### config.mk
export PLATFORM = sky130hd
export DESIGN_NAME = fm_op_seq
export DESIGN_NICKNAME = d
export VERILOG_FILES = /design/src/rtl/fm_op_seq.sv
export SDC_FILE = /design/constraint.sdc
export NUM_CORES = 1
export LEC_CHECK = 0
export CORE_AREA = 2 2 113 115
export CTS_CLUSTER_SIZE = 40
export DETAILED_ROUTE_END_ITERATION = 8
export DIE_AREA = 0 0 115 117
export DONT_BUFFER_PORTS = 1
export GPL_TIMING_DRIVEN = 0
export PLACE_DENSITY_LB_ADDON = 0.15
export RECOVER_POWER = 50
export SLEW_MARGIN = 20
export SYNTH_ARGS = -nofsm -noshare
export SYNTH_HDL_FRONTEND = slang
export SYNTH_SLANG_ARGS = --single-unit
export TNS_END_PERCENT = 10
### constraint.sdc
create_clock -name clk -period 4.3 [get_ports clk]
set_clock_uncertainty 0.1 [all_clocks]
set_input_delay 0.645 -clock clk [delete_from_list [all_inputs] [get_ports clk]]
set_output_delay 0.645 -clock clk [all_outputs]
set_load 0.005 [all_outputs]
### src/rtl/fm_op_seq.sv
// Operator-slot sequencer: walks every operator slot once per accepted sample tick and derives
// per-operator kon / restart / op_reset. Optional macro FM_SEQ_OVERRUN_CNT_EN adds overrun_cnt.
module fm_op_seq #(
    parameter int NUM_OPS     = 36,
    parameter int SLOT_CYCLES = 4
) (
    input  logic                   clk,
    input  logic                   reset_n,
    input  logic                   sample_tick,
    input  logic                   clr_req,
    input  logic [NUM_OPS/2-1:0]   kon_ch,
    output logic [5:0]             op_sel,
    output logic                   next,
    output logic                   op_reset,
    output logic                   restart,
    output logic                   kon,
    output logic                   busy,
    output logic                   frame_done,
    output logic                   overrun
`ifdef FM_SEQ_OVERRUN_CNT_EN
    ,
    output logic [7:0]             overrun_cnt
`endif
);

    localparam int              CW       = (SLOT_CYCLES > 2) ? $clog2(SLOT_CYCLES) : 1;
    localparam logic [CW-1:0]   LAST_CNT = CW'(SLOT_CYCLES - 1);
    localparam logic [5:0]      LAST_OP  = 6'(NUM_OPS - 1);

    typedef enum logic {
        S_IDLE,
        S_RUN
    } state_t;

    state_t               r_state, w_state_next;
    logic [CW-1:0]        r_cnt, w_cnt_next;
    logic [5:0]           r_op_sel, w_op_sel_next;
    logic                 r_commit, w_commit_next;
    logic                 r_op_reset, w_op_reset_next;
    logic                 r_restart, w_restart_next;
    logic                 r_kon, w_kon_next;
    logic                 r_busy, w_busy_next;
    logic                 r_frame_done, w_frame_done_next;
    logic                 r_overrun, w_overrun_next;
    logic                 r_frame_clr, w_frame_clr_next;
    logic                 r_clr_pending, w_clr_pending_next;
    logic [NUM_OPS-1:0]   r_kon_prev, w_kon_prev_next;

    logic                 w_slot_load;
    logic [5:0]           w_slot_op;
    logic                 w_slot_clr;
    logic                 w_prev_we;
    logic                 w_ovr_tick;

    always_ff @(posedge clk) begin
        if (!reset_n) begin
            r_state       <= S_IDLE;
            r_cnt         <= '0;
            r_op_sel      <= '0;
            r_commit      <= 1'b0;
            r_op_reset    <= 1'b0;
            r_restart     <= 1'b0;
            r_kon         <= 1'b0;
            r_busy        <= 1'b0;
            r_frame_done  <= 1'b0;
            r_overrun     <= 1'b0;
            r_frame_clr   <= 1'b0;
            r_clr_pending <= 1'b1;
            r_kon_prev    <= '0;
        end else begin
            r_state       <= w_state_next;
            r_cnt         <= w_cnt_next;
            r_op_sel      <= w_op_sel_next;
            r_commit      <= w_commit_next;
            r_op_reset    <= w_op_reset_next;
            r_restart     <= w_restart_next;
            r_kon         <= w_kon_next;
            r_busy        <= w_busy_next;
            r_frame_done  <= w_frame_done_next;
            r_overrun     <= w_overrun_next;
            r_frame_clr   <= w_frame_clr_next;
            r_clr_pending <= w_clr_pending_next;
            r_kon_prev    <= w_kon_prev_next;
        end
    end

    always_comb begin
        w_state_next      = r_state;
        w_cnt_next        = r_cnt;
        w_op_sel_next     = r_op_sel;
        w_op_reset_next   = r_op_reset;
        w_restart_next    = r_restart;
        w_kon_next        = r_kon;
        w_busy_next       = r_busy;
        w_frame_done_next = 1'b0;
        w_frame_clr_next  = r_frame_clr;
        w_commit_next     = 1'b0;
        w_slot_load       = 1'b0;
        w_slot_op         = r_op_sel + 6'd1;
        w_slot_clr        = r_frame_clr;
        w_prev_we         = 1'b0;

        case (r_state)
            S_IDLE: begin
                if (sample_tick) begin
                    w_state_next     = S_RUN;
                    w_busy_next      = 1'b1;
                    w_op_sel_next    = '0;
                    w_cnt_next       = '0;
                    w_slot_op        = '0;
                    // a clr_req arriving with the tick already counts for this frame
                    w_slot_clr       = r_clr_pending | clr_req;
                    w_frame_clr_next = w_slot_clr;
                    w_slot_load      = 1'b1;
                end
            end
            S_RUN: begin
                if (r_cnt == LAST_CNT) begin
                    w_prev_we = 1'b1;
                    if (r_op_sel == LAST_OP) begin
                        w_state_next      = S_IDLE;
                        w_busy_next       = 1'b0;
                        w_frame_done_next = 1'b1;
                        w_op_sel_next     = '0;
                        w_cnt_next        = '0;
                        w_kon_next        = 1'b0;
                        w_restart_next    = 1'b0;
                        w_op_reset_next   = 1'b0;
                    end else begin
                        w_op_sel_next = w_slot_op;
                        w_cnt_next    = '0;
                        w_slot_load   = 1'b1;
                    end
                end else begin
                    w_cnt_next = r_cnt + 1'b1;
                end
            end
            default: begin
                w_state_next = S_IDLE;
            end
        endcase

        // slot outputs are captured once at slot start and held for the whole slot
        if (w_slot_load) begin
            w_kon_next      = kon_ch[w_slot_op[5:1]];
            w_restart_next  = ~w_slot_clr & w_kon_next & ~r_kon_prev[w_slot_op];
            w_op_reset_next = w_slot_clr;
        end

        if (w_state_next == S_RUN && w_cnt_next == LAST_CNT) begin
            w_commit_next = 1'b1;
        end
    end

    always_comb begin
        w_clr_pending_next = r_clr_pending;
        if (r_state == S_IDLE && sample_tick) begin
            w_clr_pending_next = 1'b0;
        end else if (clr_req) begin
            w_clr_pending_next = 1'b1;
        end
    end

    genvar gi;
    generate
        for (gi = 0; gi < NUM_OPS; gi++) begin : g_kon_prev
            // a clear frame forgets key-on history so a held key restarts afterwards
            assign w_kon_prev_next[gi] = (w_prev_we && r_op_sel == 6'(gi))
                                         ? (r_kon & ~r_frame_clr) : r_kon_prev[gi];
        end
    endgenerate

    assign w_ovr_tick = (r_state == S_RUN) && sample_tick;

`ifdef FM_SEQ_OVERRUN_CNT_EN
    logic [7:0] r_overrun_cnt, w_overrun_cnt_next;
    logic [7:0] w_ocnt_base;

    always_ff @(posedge clk) begin
        if (!reset_n) begin
            r_overrun_cnt <= '0;
        end else begin
            r_overrun_cnt <= w_overrun_cnt_next;
        end
    end

    always_comb begin
        w_ocnt_base        = clr_req ? 8'd0 : r_overrun_cnt;
        w_overrun_cnt_next = w_ocnt_base;
        if (w_ovr_tick && w_ocnt_base != 8'hFF) begin
            w_overrun_cnt_next = w_ocnt_base + 8'd1;
        end
        w_overrun_next = (w_overrun_cnt_next != 8'd0);
    end

    assign overrun_cnt = r_overrun_cnt;
`else
    always_comb begin
        w_overrun_next = r_overrun;
        if (w_ovr_tick) begin
            w_overrun_next = 1'b1;
        end else if (clr_req) begin
            w_overrun_next = 1'b0;
        end
    end
`endif

    assign op_sel     = r_op_sel;
    assign next       = r_commit;
    assign op_reset   = r_op_reset;
    assign restart    = r_restart;
    assign kon        = r_kon;
    assign busy       = r_busy;
    assign frame_done = r_frame_done;
    assign overrun    = r_overrun;

endmodule

* After elaboration in Yosys (flattened, before gate mapping)
Cells that the tools add are included.
Storage, ports and cells: register bits 54, word-level logic and storage cells 186
Cells by class: muxes and demuxes 37, reductions and logical operators 49, equal/unequal tests 40, bitwise operators 8, $lt $le $gt $ge 2, $add $sub $neg 2
Operators by type and width (number):
- $eq A6 B5 Y1 const B | 16
- $eq A6 B4 Y1 const B | 8
- $logic_and A1 B1 Y1 | 39
- $mux W6 | 5
- $eq A6 B3 Y1 const B | 4
- $eq A6 B6 Y1 const B | 4
- $mux W1 | 23
- $eq A6 B2 Y1 const B | 2
- $pmux W6 S2 | 1
- $reduce_bool A2 Y1 | 5
- $reduce_and A3 Y1 | 3
- $lt A6 B7 Y1 const B | 1
- $add A6 B1 Y6 const B | 1
- $bmux W1 S6 | 1
- $eq A6 B1 Y1 const B | 1
- $logic_not A6 Y1 | 1
- $lt A5 B6 Y1 const B | 1
- $pmux W1 S2 | 3
- $bmux W1 S5 | 1
- $eq A2 B2 Y1 const B | 2
- $mux W2 | 2
- $ne A2 B1 Y1 const B | 2
- $not A1 Y1 | 4
- $pmux W2 S2 | 1
- other kinds (5) | 7

* Longest topological paths before layout
Gate-level depths: netlist of the first run.
depth in word-level cells 8, depth in mapped cells 11, mapped depth without buffers 8

* Least setup slack after synthesis of the first run
OpenSTA, ideal clock, no wires.
path type reg-to-reg, from register r_op_sel[0] (netlist: op_sel[0]), to register r_restart (netlist: restart), data arrival time 2.360 ns, setup slack 1.753 ns, path buffers 3, cell stages (with the launch flop) 11, path through dfxtp_1 clkbuf_1 inv_1 ha_1 buf_2 clkbuf_1 nand2_1 a32o_1 o221ai_1 o311ai_1 o31ai_1
Between the ends: longest elaborated chain between the ends 8
RTL lines:
- from (decl) | RTL line 37 | logic [5:0] r_op_sel, w_op_sel_next;
- from (signal assigned) | RTL line 73 | r_op_sel <= w_op_sel_next;
- $add A6 B1 Y6 | RTL line 99 | w_slot_op = r_op_sel + 6'd1;
- $mux W6 | RTL line 105 | if (sample_tick) begin
- $mux W6 | RTL line 103 | case (r_state)
- $bmux W1 S6 or $bmux W1 S5 (tied branches) | RTL line 146, 145
- $mux W1 (on tied branches) | RTL line 146, 145
- $not A1 Y1 or $and A1 B1 Y1 (tied branches) | RTL line 146 | w_restart_next = ~w_slot_clr & w_kon_next & ~r_kon_prev[w_slot_op];
- $and A1 B1 Y1 | RTL line 146
- $mux W1 | RTL line 144 | if (w_slot_load) begin
- to (signal assigned) | RTL line 76 | r_restart <= w_restart_next;
- to (decl) | RTL line 40 | logic r_restart, w_restart_next;
Several ways; a longest one is shown, not always the timed one. The select of a mux whose other input is x is not followed. A chain may end at the register's enable or synchronous reset.

* Worst setup path after layout of the first run
Same ends and word-level chain as after synthesis.

==> flow_summary.json, run 1 <==
{
  "outcome": "complete, no violations",
  "r2r-end": "restart",
  "drv_slew": 0,
  "gp_congestion": 0.841,
  "cts-root-buf": "clkbuf_16",
  "synth-compound-area-share_pct": 14.7,
  "die_h_um": 117,
  "hp-class": "reg2reg",
  "power.switching_mw": 0.242,
  "setup_viol": 0,
  "post_cts_buffers": 0,
  "fmax_mhz": 279,
  "seq_area_frac_synth_pct": 35.9,
  "fin_crit_sh_pct": 83.4,
  "yosysWarningCount": 0,
  "preCtsSetupSlack_ns": 0.759,
  "std_cell_rows": 41,
  "worst_slack_ns": 0.712,
  "synth_top_cell_by_area": "dfxtp_1",
  "synth_edf_count": 0,
  "viasPerCell": 5.16,
  "drt-initial-drc-count": 327,
  "area_growth_pct": 11.0,
  "synth_mux_area_share_pct": 15.6,
  "synth_top_family_by_area": "simple AND/OR/NAND/NOR gates",
  "ios": 35,
  "route.detailed.drc": 0,
  "swShare_pct": 24.2,
  "grt_usage_pct": 15.8,
  "ys_seq_elements": 54,
  "firstDrtPassIters": 4,
  "synth_fa_ha_area_share_pct": 2.08,
  "path_class": "reg2reg",
  "fillers": 1366,
  "p_comb_share_pct": 6.3,
  "leakage_nw": 1.34,
  "htree_levels": 2,
  "overflow": 0,
  "synth_top_area_share_pct": 35.9,
  "ir_worst_vdd_uv": 137,
  "async_flop_share_pct": 0,
  "power-per-cell-area_mw_per_mm2": 299,
  "syn_area_mm2": 0.00301,
  "tightest_slew_ns": 0.806,
  "grt_setup_unrepaired": "no",
  "clockBufferDepth": 2,
  "placed_area_mm2": 0.00320,
  "ys.flop_type": "dfxtp_1",
  "wl_per_cell_um": 19.2,
  "synth_simple_gate_area_share_pct": 24.3,
  "p_seq_share_pct": 51.1,
  "synth_commonest_cells": "nor2_1 (55), dfxtp_1 (54), nand2_1 (45)",
  "reg2reg_from": "op_sel[0]",
  "hold_ws_ns": 0.367,
  "dieWidth_um": 115,
  "finalNetCount": 411,
  "start_util_pct": 24.4,
  "clkTransAtPathRegs_ns": 0.07,
  "hp-start": "r_kon_prev[28]",
  "crit_required_ns": 4.40,
  "power_mw": 0.998,
  "holdPathEnd": "r_kon_prev[28]",
  "synth_xor_area_share_pct": 1.46,
  "grt_start_max_net_pins": 16,
  "reg2reg_slack_ns": 0.71,
  "drt-total-wl_mm": 10.3,
  "r2r_cells": 10,
  "cts_sinks": 54,
  "period_minus_slack_ns": 3.59,
  "final.setup.tns_ns": 0,
  "crit_path_start_kind": "flop",
  "design.core.area_mm2": 0.0123,
  "clock_latency_ns": 0.30,
  "cp_max_fo": 10,
  "cts_tree": "built",
  "cts-hold-fix-buffers": 0,
  "critical_path.startpoint": "op_sel[0]",
  "min_path_cells": 2,
  "hpwl_mm": 7.46,
  "end_kind": "flop",
  "synth_area_leaders": "dfxtp_1 (36%), mux2i_1 (13%), nor2_1 (6.9%)",
  "synth.most_common_cell": "nor2_1",
  "clockPowerShare_pct": 42.6,
  "yosysUniqueCellTypes": 48,
  "slew_headroom_pct": 45.8,
  "synth_area_per_cell_um2": 7.98,
  "power.internal_mw": 0.757,
  "post_cts_resized": 0,
  "hold_viol": 0,
  "drv_cap": 0,
  "grt_pass1_wl_mm": 15.8,
  "fin_area_mm2": 0.00334,
  "antennaDiodeCount": 0,
  "final_antenna_net_count": 0,
  "crit_arrival_ns": 3.68,
  "dieArea_mm2": 0.0135,
  "synth_cells": 377,
  "grt_pass1_vias": 2636,
  "layout-drive-gt1-share_pct": 6.23,
  "synthesis.nets": 404,
  "numCtsBuffers": 5,
  "port_buffers": 0,
  "antenna_found_initial": 0,
  "vias": 2760
}
flip-flops by register name (all words and copies together), names as in the netlist:
signal / flops
busy: 1
frame_done: 1
kon: 1
next: 1
op_reset: 1
op_sel: 6
overrun: 1
r_clr_pending: 1
r_cnt: 2
r_frame_clr: 1
r_kon_prev: 36
r_state: 1
restart: 1
layer usage:
layer	part of all wire [%]	global-route usage (%)	vias up	wire length, um
li1	-	-	1337	-
met1	47	21.4	1339	4860
met2	46	25.3	71	4690
met3	5.4	3.86	13	550
met4	1.5	4.50	0	155
met5	0	0	-	0
how the worst max path moves through the flow:
stage	to	cells after the start
floorplan	restart	10
global placement	restart	10
detailed placement	restart	10
CTS	restart	10
global route	restart	10
finish	restart	10
layout by cell type (no fill, tap or decap), types with 3 or more instances in the layout:
cell type and count:
nor2_1 55, dfxtp_1 54, nand2_1 45, mux2i_1 39
nand3_1 31, clkbuf_1 24, o21ai_0 21, inv_1 10
a21oi_1 9, nor3_1 8, buf_2 6, and3_1 5
mux2_2 5, ha_1 5, clkbuf_16 5, o31ai_1 4
xnor2_1 4, nor2b_1 3, nand2b_1 3, a22oi_1 3
nand4_1 3, a221oi_1 3
worst max-delay path, stage by stage (launching register included):
cell and delay, ns:
dfxtp_1 0.45, clkbuf_1 0.35, inv_1 0.26, ha_1 0.41, buf_2 0.26, clkbuf_1 0.55, nand2_1 0.11, a32o_1 0.28
o221ai_1 0.17, o311ai_1 0.21, o31ai_1 0.32
final cells by class:
cell class	instances	area (um^2)	share of cell area, %
Buffer	31	139	4.16
Clock buffer	7	143	4.27
Clock inverter	1	5.00	0.150
Inverter	10	37.5	1.12
Multi-Input combinational cell	282	1750	52.3
Sequential cell	54	1080	32.4
Tap cell	150	188	5.62
power by group through the flow:
| stage | clock network (mW) | logic [mW] | registers, mW |
|---|---|---|---|
| 6_report | 0.425 | 0.0634 | 0.510 |
| 5_1_grt | 0.455 | 0.0696 | 0.510 |
| 4_1_cts | 0.438 | 0.0637 | 0.510 |
| 3_5_place_dp | 0 | 0.0636 | 0.522 |
| 3_3_place_gp | 0 | 0.0638 | 0.522 |
| 2_1_floorplan | 0 | 0.0435 | 0.520 |
logic make-up (layout without fill, tap and decap cells):
kind of cell,Yosys count,count (layout)
DFF,54,54
and+or+nand+nor,163,163
AOI/OAI and AO/OA,64,64
adders and majority gates,5,5
buffers and inverters,41,49
muxes,45,45
xor gates and xnor gates,5,5
through the flow:
step	utilization [%]	cells
after detailed placement	26.0	527
after floorplan	-	377
after CTS	27.2	535
after global placement	26.0	527
after global routing	27.1	535
final	27.1	535
Power figures use the tool's default switching activity.
==> run 2: changes to the inputs <==
==> constraint.sdc (replaced) <==
create_clock -name clk -period 3.75 [get_ports clk]
set_clock_uncertainty 0.1 [all_clocks]
set_input_delay 0.5625 -clock clk [delete_from_list [all_inputs] [get_ports clk]]
set_output_delay 0.5625 -clock clk [all_outputs]
set_load 0.005 [all_outputs]
==> run 2 against run 1 <==
  * Register-to-register slack got worse by 0.37 ns
  * Largest cell class unchanged
  * Flip-flop and latch count unchanged
  * Core utilization decreased by 0.091 points
  * Fmax increased by 5.2%
  * Total power increased by 14%
==> flow_summary.json, run 2 (synthesized netlist as in run 1, its figures left out) <==
{
  "grt_util_met1_pct": 21.4,
  "drt-initial-drc-count": 282,
  "fin_area_mm2": 0.00333,
  "numCtsBuffers": 5,
  "ios": 35,
  "start_util_pct": 24.4,
  "r2r_cells": 9,
  "drv_slew": 0,
  "setup_viol": 0,
  "fmax_mhz": 293,
  "regMostFlops": "r_kon_prev",
  "finalNetCount": 410,
  "hpwl_mm": 7.46,
  "route.detailed.drc": 0,
  "largest_reg_flops": 36,
  "hp-start": "sample_tick",
  "cp_max_fo": 19,
  "critical_path.startpoint": "op_sel[0]",
  "period_minus_slack_ns": 3.41,
  "firstDrtPassIters": 4,
  "hold_viol": 0,
  "grt_setup_unrepaired": "no",
  "grt_util_met3_pct": 3.86,
  "crit_path_start_kind": "flop",
  "layout_commonest_cell": "nor2_1",
  "cts_sinks": 54,
  "final-instance-count-excl-fill": 534,
  "power-per-cell-area_mw_per_mm2": 343,
  "clockBufferDepth": 2,
  "crit_arrival_ns": 3.51,
  "dieWidth_um": 115,
  "grt_pass1_wl_mm": 15.8,
  "cts_tree": "built",
  "antenna_found_initial": 0,
  "placed_area_mm2": 0.00320,
  "fin_crit_sh_pct": 90.9,
  "drv_cap": 0,
  "post_cts_resized": 0,
  "grt_most_used_layer": "met2",
  "std_cell_rows": 41,
  "htree_levels": 2,
  "wl_per_cell_um": 19.0,
  "slew_headroom_pct": 51.3,
  "final.setup.tns_ns": 0,
  "crit_required_ns": 3.85,
  "hp-class": "in2reg",
  "viasPerCell": 5.07,
  "outcome": "complete, no violations",
  "grt_pass1_vias": 2636,
  "antennaDiodeCount": 0,
  "final_cell_mix": "nor2_1 (55), dfxtp_1 (54), nand2_1 (45), mux2i_1 (39), nand3_1 (31)",
  "area_growth_pct": 10.6,
  "grt_util_met2_pct": 25.3,
  "vias": 2710,
  "dieArea_mm2": 0.0135,
  "place_inst": 527,
  "tightest_slew_ns": 0.731,
  "final_util_pct": 27.0,
  "grt_start_max_net_pins": 16,
  "grt_usage_pct": 15.8,
  "gp_congestion": 0.841,
  "cts-root-buf": "clkbuf_16",
  "overflow": 0,
  "min_path_cells": 2,
  "cts-hold-fix-buffers": 0,
  "port_buffers": 0,
  "drt-total-wl_mm": 10.1,
  "leakage_nw": 1.34,
  "design.core.area_mm2": 0.0123,
  "clock_latency_ns": 0.30,
  "layout-drive-gt1-share_pct": 5.99,
  "end_kind": "flop",
  "path_class": "reg2reg",
  "clkTransAtPathRegs_ns": 0.07,
  "reg2reg_from": "op_sel[0]",
  "ir_worst_vdd_uv": 154,
  "die_h_um": 117,
  "final_antenna_net_count": 0
}
[run 2: cell types whose count changed in the layout (fill, tap and decap cells not counted)]
cell,previous run,this run
buf_6,2,1
[run 2: final cells by class]
| cell class | count | area (um^2) |
|---|---|---|
| flip-flops and latches | 54 | 1080 |
| inverters | 10 | 37.5 |
| clock buffers | 7 | 143 |
| clock inverters | 1 | 5.00 |
| multi-input cells | 282 | 1750 |
| fillers | 1367 | 8980 |
| plain buffers | 30 | 128 |
| well taps | 150 | 188 |
[run 2: path summary, 6_finish.rpt]
path,slack (ns),end
worst max-delay path,0.34,restart
worst max register to register,0.34,restart
worst min-delay path,0.31,overrun
worst min register to register,0.37,r_kon_prev[28]
[run 2: routing by layer]
metal | up-vias | part of all wire (%)
met2 | 64 | 45
li1 | 1330 | -
met1 | 1305 | 48
met4 | 0 | 1.4
met5 | - | 0
met3 | 11 | 5.7
[run 2: power by group]
| part | leakage, nW | internal (mW) | switching [mW] |
|---|---|---|---|
| clock | 0.0739 | 0.266 | 0.220 |
| sequential | 0.437 | 0.580 | 0.00461 |
| combinational | 0.828 | 0.0206 | 0.0504 |
| total | 1.34 | 0.866 | 0.275 |
[run 2: what timing repair did]
action,in CTS,in global routing
setup endpoints to repair,0,1
buffers inserted,0,0
hold endpoints to repair,0,0
[run 2: stage by stage]
step,power [mW],worst slack [ns],hold slack [ns]
floorplan,0.647,1.20,0.336
global placement,0.671,0.0891,0.355
detailed placement,0.671,0.209,0.358
CTS,1.16,0.180,0.305
global route,1.19,0.0813,0.318
finish,1.14,0.341,0.315
[run 2: worst max-delay path, stage by stage, from the launching register on]
cell,delay [ns]
dfxtp_1,0.45
clkbuf_1,0.37
inv_1,0.27
ha_1,0.41
buf_2,0.40
o21ai_0,0.30
a2111oi_0,0.45
o21ai_0,0.17
o311a_1,0.14
o31ai_1,0.24
